## src/rtl/seq_multiplier.sv

```systemverilog
// Sequential shift-and-add unsigned multiplier.
// One add-and-shift step per clock; W-cycle latency, one-cycle done pulse.
module seq_multiplier #(
    parameter int W = 4
) (
    input  logic           clk,
    input  logic           rst,
    input  logic           go,
    input  logic [W-1:0]   A,
    input  logic [W-1:0]   B,
    output logic [2*W-1:0] P,
    output logic           busy,
    output logic           done
);

    localparam int CW = $clog2(W + 1);

    typedef enum logic [1:0] {
        IDLE,
        CALC,
        DONE
    } state_t;

    state_t         state;
    state_t         state_n;
    logic [W-1:0]   m;
    logic [W-1:0]   m_n;
    logic [W-1:0]   q;
    logic [W-1:0]   q_n;
    logic [W:0]     acc;
    logic [W:0]     acc_n;
    logic [W:0]     sum;
    logic [CW-1:0]  cnt;
    logic [CW-1:0]  cnt_n;
    logic [2*W-1:0] p_n;

    always_ff @(posedge clk) begin
        if (!rst) begin
            state <= IDLE;
            m     <= '0;
            q     <= '0;
            acc   <= '0;
            cnt   <= '0;
            P     <= '0;
        end else begin
            state <= state_n;
            m     <= m_n;
            q     <= q_n;
            acc   <= acc_n;
            cnt   <= cnt_n;
            P     <= p_n;
        end
    end

    always_comb begin
        state_n = state;
        m_n     = m;
        q_n     = q;
        acc_n   = acc;
        cnt_n   = cnt;
        p_n     = P;
        // Upper partial product never exceeds 2^W - 1, so W+1 bits hold the carry
        sum     = acc + (q[0] ? {1'b0, m} : '0);
        unique case (state)
            IDLE, DONE: begin
                if (go) begin
                    m_n     = A;
                    q_n     = B;
                    acc_n   = '0;
                    cnt_n   = CW'(W);
                    state_n = CALC;
                end else begin
                    state_n = IDLE;
                end
            end
            CALC: begin
                acc_n = {1'b0, sum[W:1]};
                q_n   = {sum[0], q[W-1:1]};
                cnt_n = cnt - 1'b1;
                if (cnt == CW'(1)) begin
                    p_n     = {acc_n[W-1:0], q_n};
                    state_n = DONE;
                end
            end
            default: state_n = IDLE;
        endcase
    end

    assign busy = (state == CALC);
    assign done = (state == DONE);

endmodule

```

## config.mk

```make
export PLATFORM = sky130hd
export DESIGN_NAME = seq_multiplier
export DESIGN_NICKNAME = d
export VERILOG_FILES = /design/src/rtl/seq_multiplier.sv
export SDC_FILE = /design/constraint.sdc
export NUM_CORES = 1
export LEC_CHECK = 0
export BUFFER_PORTS_ARGS = -buffer_cell sky130_fd_sc_hd__buf_4
export CAP_MARGIN = 20
export CORE_MARGIN = 5
export CORE_UTILIZATION = 30
export CTS_CLUSTER_DIAMETER = 80
export DETAILED_ROUTE_END_ITERATION = 8
export PLACE_DENSITY = 0.59
export REMOVE_ABC_BUFFERS = 1
export SYNTH_ARGS = -nofsm -noshare
export SYNTH_HDL_FRONTEND = slang
export SYNTH_SLANG_ARGS = --single-unit
```

## constraint.sdc

```tcl
create_clock -name clk -period 4.2 [get_ports clk]
set_clock_uncertainty 0.05 [all_clocks]
set_input_delay 0.63 -clock clk [delete_from_list [all_inputs] [get_ports clk]]
set_output_delay 0.63 -clock clk [all_outputs]
set_load 0.005 [all_outputs]
```

# Word-level counts from Yosys, hierarchy flattened
# Cells that the tools add are included.
[totals]
mem_bits_rw = 0
rom_bits = 0
n_memories = 0
latchBits = 0
inputBits = 11
word_cells = 29
register_bits = 26
[classes]
add_sub_neg = 2
n_reduce_logical = 6
shift = 0
bitwise_logic = 0
muxes = 10
multipliers = 0
magnitude_cmp = 0
eq_ne = 5
n_div = 0
[ops]
columns = ["op", "count"]
rows = [
  ["one-hot mux 5 bit (2 select lines)", 1],
  ["two-way mux 4 bit", 2],
  ["one-hot mux 4 bit (2 select lines)", 1],
  ["one-hot mux 3 bit (2 select lines)", 1],
  ["AND reduction 2 bit", 3],
  ["adder 5 x 4 -> 5 bit", 1],
  ["two-way mux 5 bit", 1],
  ["one-hot mux 2 bit (2 select lines)", 1],
  ["equality test 3 x 1 -> 1 bit (second input constant)", 1],
  ["two-way mux 3 bit", 1],
  ["subtractor 3 x 1 -> 3 bit (second input constant)", 1],
  ["equality test 2 x 1 -> 1 bit (second input constant)", 1],
  ["equality test 2 bit (second input constant)", 1],
  ["zero test 2 bit", 1],
  ["two-way mux 2 bit", 1],
  ["!= test 2 x 1 -> 1 bit (second input constant)", 1],
  ["!= test 2 bit (second input constant)", 1],
  ["nonzero test 2 bit", 1],
  ["OR reduction 2 bit", 1],
  ["two-way mux 1 bit", 1],
]

# Depth between registers and ports, before layout
[depth]
word_depth = 4
ltp_mapped = 8

# Least setup slack after synthesis
# No wires, ideal clock.
[synth_path]
path_kind = "reg2reg"
start = "reg q[0]"
end = "reg P[6]"
arrival_ns = 1.416
slack_ns = 2.600
stages_incl_launch_ff = 7
path_cell_list = "dfxtp_1 -> and2_1 -> ha_1 -> and3_1 -> or3_1 -> nand3_1 -> a21oi_1"
[synth_between]
elab_chain_cells = 2
[synth_lines]
columns = ["item", "line_no", "rtl"]
rows = [
  ["start, declared", "28", "logic [W-1:0] q;"],
  ["start signal, assigned", "48", "q <= q_n;"],
  ["two-way mux 4 bit", "63", "sum = acc + (q[0] ? {1'b0, m} : '0);"],
  ["adder 5 x 4 -> 5 bit", "63", ""],
  ["end signal, assigned", "51", "P <= p_n;"],
  ["end, declared", "11", "output logic [2*W-1:0] P,"],
]
# No other way between the ends.
# A chain may end at the register's enable or synchronous reset.

# Worst setup path after layout
[layout_path]
start = "reg state[1]"
end = "out busy"
[layout_between]
elab_chain_cells = 1
[layout_lines]
columns = ["item", "line_no", "rtl"]
rows = [
  ["start, declared", "24", "state_t state;"],
  ["start signal, assigned", "46", "state <= state_n;"],
  ["equality test 2 x 1 -> 1 bit", "89", "assign busy = (state == CALC);"],
  ["end, declared", "12", "output logic busy,"],
]
# No other way between the ends.

==> results.py <==
metrics = {
    "global_routing": {
        "grtUsageTotal": 0.09739,
        "grt.overflow.total": 0,
        "antenna_found_initial": 0,
        "grt_max_degree": 25,
        "grt_pass1_vias": 840,
        "grt_pass1_wl_microns": 3891,
    },
    "setup_path": {
        "critPathKind": "register to primary output",
        "r2r_slack_ps": 2420,
        "r2r_cells": 8,
        "arrival_ps": 1460,
        "crit_fanout": 16,
        "worstSetupEndpointType": "primary output",
        "worst_setup_path_start_kind": "register",
        "crit_required_ps": 3520,
        "rr_endpoint": "acc[3]",
        "rr_startpoint": "q[0]",
        "cp-startpoint": "state[1]",
    },
    "clocking": {
        "root_buffer": "clkbuf_8",
        "postCtsHoldBufs": 0,
        "clkSinkCount": 25,
        "cts_max_path_buffers": 2,
        "cts_tree": "yes",
        "numCtsBuffers": 3,
        "post_cts_buffers": 0,
        "h-tree-depth": 1,
        "cts_resized": 0,
        "insertion_delay_ps": 280,
        "path_clk_slew_ps": 90,
    },
    "power_and_ir_drop": {
        "p_sw_frac": 0.2609,
        "power_density_nw_per_um2": 339.6,
        "intPower_uw": 338.6,
        "seqPwrFrac": 0.561,
        "clockPowerShare": 0.316,
        "peakVddDrop_v": 0.0001136,
        "total_power_uw": 458.1,
        "p_sw_uw": 119.5,
        "power.leakage_nw": 0.5909,
        "comb_power_share": 0.122,
    },
    "run_status": {
        "status": "complete, no violations",
    },
    "timing": {
        "fin_crit_sh": 0.5085,
        "setup_tns_ps": 0,
        "tightest_slew_ps": 752.2,
        "timing.final.ws_setup_ps": 2064,
        "whs_ps": 407.8,
        "slew_headroom": 0.4975,
        "slew_viol_final": 0,
        "hold_viol_final": 0,
        "fmax_ghz": 0.4682,
        "timing.final.crit_period_ps": 2136,
        "rsz0062_at_grt": "false",
        "setup_viol": 0,
    },
    "die": {
        "initial_core_util": 0.3107,
        "die_w_microns": 71.57,
        "io_pins": 21,
        "die_area_sq_um": 5122,
        "coreArea_sq_um": 3661,
        "die_y_microns": 71.57,
        "rows": 22,
    },
    "worst_hold_path": {
        "min_to": "m[0]",
        "hold_depth": 2,
        "min-delay-start": "m[0]",
        "hold_class": "register to register",
    },
    "synth": {
        "yosys_warnings": 0,
        "synth_seq_cells": 25,
        "synth_area_leaders": "dfxtp_1, nand2_1, a21oi_1",
        "yosysUniqueCellTypes": 28,
        "ys_seq_area_frac": 0.4400,
        "synth_top_area_frac": 0.4400,
        "avgSynthCellArea_sq_um": 8.182,
        "synthCells": 139,
        "syn_area_sq_um": 1137,
        "yosys.area.top_type": "dfxtp_1",
    },
    "drt": {
        "drc": 0,
        "drtAntennaViolNets": 0,
        "wl_per_cell_microns": 11.58,
        "via_per_inst": 4.696,
        "first_pass_iters": 4,
        "wirelength_microns": 2363,
        "num_vias": 958,
        "drt_iter0_markers": 43,
    },
    "layout": {
        "instances_no_fill": 204,
        "antenna_cells": 0,
        "nNetsFinal": 175,
        "syn_to_final_growth_pct": 18.59,
        "drive_gt1_frac": 0.1795,
    },
    "placement": {
        "place.gp.congestion": 0.7426,
        "dp_slack_ps": 2182,
        "place_inst": 200,
        "port_buffers": 20,
        "hpwl_microns": 1760,
    },
    "job": {
        "cap_violations": 0,
    },
}
-- final cells by class --
cell class,count,area [sq um]
clock buffer,3,41.29
clock inverter,1,5.005
fill,371,2312
inverter,8,35.03
multi-input combinational,99,556.8
sequential,25,500.5
tap,48,60.06
timing repair buffer,20,150.1
-- state kept, by name, indices dropped and copies added (netlist names) --
signal / flops
P: 8
acc: 4
cnt: 3
m: 4
q: 4
state: 2
-- cell families after synthesis --
| family | share of synthesized area |
|---|---|
| fa+ha+maj | 0.08361 |
| compound gates | 0.1529 |
| flops | 0.4400 |
| xor+xnor | 0.01540 |
| simple gates | 0.2376 |
| buf+inv | 0.07040 |
-- Yosys cell counts --
library cell  instances
xor2_1                1
o32ai_1               1
xnor2_1               1
a21o_1                2
a21oi_1              17
a22oi_1               1
nand2_1              30
buf_2                 3
buf_6                 2
nand2b_1              2
and3_1                1
inv_1                 7
or3_1                 1
and2_1                3
ha_1                  6
buf_1                 1
nor2_1               16
and2_4                1
fa_1                  1
a311oi_1              4
o21ai_0               2
a211oi_2              1
nor2b_1               3
clkbuf_1              1
dfxtp_1              25
clkinv_4              1
nand3_1               4
nor2_2                1
-- critical path, cell delays in order, from the launching register on --
cell,delay [ps]
dfxtp_1,330
nand2b_1,510
clkinv_4,160
buf_4,170
-- layout by cell type, fill, tap and decap left out, types with 2 or more instances in the layout --
master,n
ha_1,6
nor2b_1,3
buf_4,20
nor2_1,16
clkbuf_8,3
nand2_1,30
a21o_1,2
a21oi_1,17
nand2b_1,2
a311oi_1,4
dfxtp_1,25
and2_1,3
o21ai_0,2
nand3_1,4
inv_1,7
-- worst max-delay path by stage --
stage	endpoint	slack (ps)	depth (start not counted)
after floorplan	acc[1]	2580	4
after global placement	acc[1]	2260	5
after detailed placement	acc[1]	2180	5
after CTS	busy	2070	3
after global routing	busy	1950	3
final	busy	2060	3
-- per-layer routing --
metal,GRT usage,vias to the layer above,part of all wire
met1,0.1366,434,0.49
met4,0.05637,0,0.025
met2,0.1357,29,0.42
met3,0.02104,5,0.062
li1,-,490,-
met5,0,-,0
-- power groups by stage --
stage          sequential, mW  clock (mW)  combinational [mW]
3_5_place_dp            0.262           0              0.0567
2_1_floorplan           0.260           0              0.0369
6_report                0.257       0.145              0.0561
5_1_grt                 0.258       0.155              0.0647
4_1_cts                 0.257       0.147              0.0570
3_3_place_gp            0.262           0              0.0554
-- through the flow --
step / cell area [sq um] / util
6_report: 1349 / 0.3684
3_5_place_dp: 1303 / 0.3558
3_3_place_gp: 1303 / 0.3558
2_1_floorplan: 1092 / -
5_1_grt: 1349 / 0.3684
4_1_cts: 1349 / 0.3684
Power figures use the tool's default switching activity.
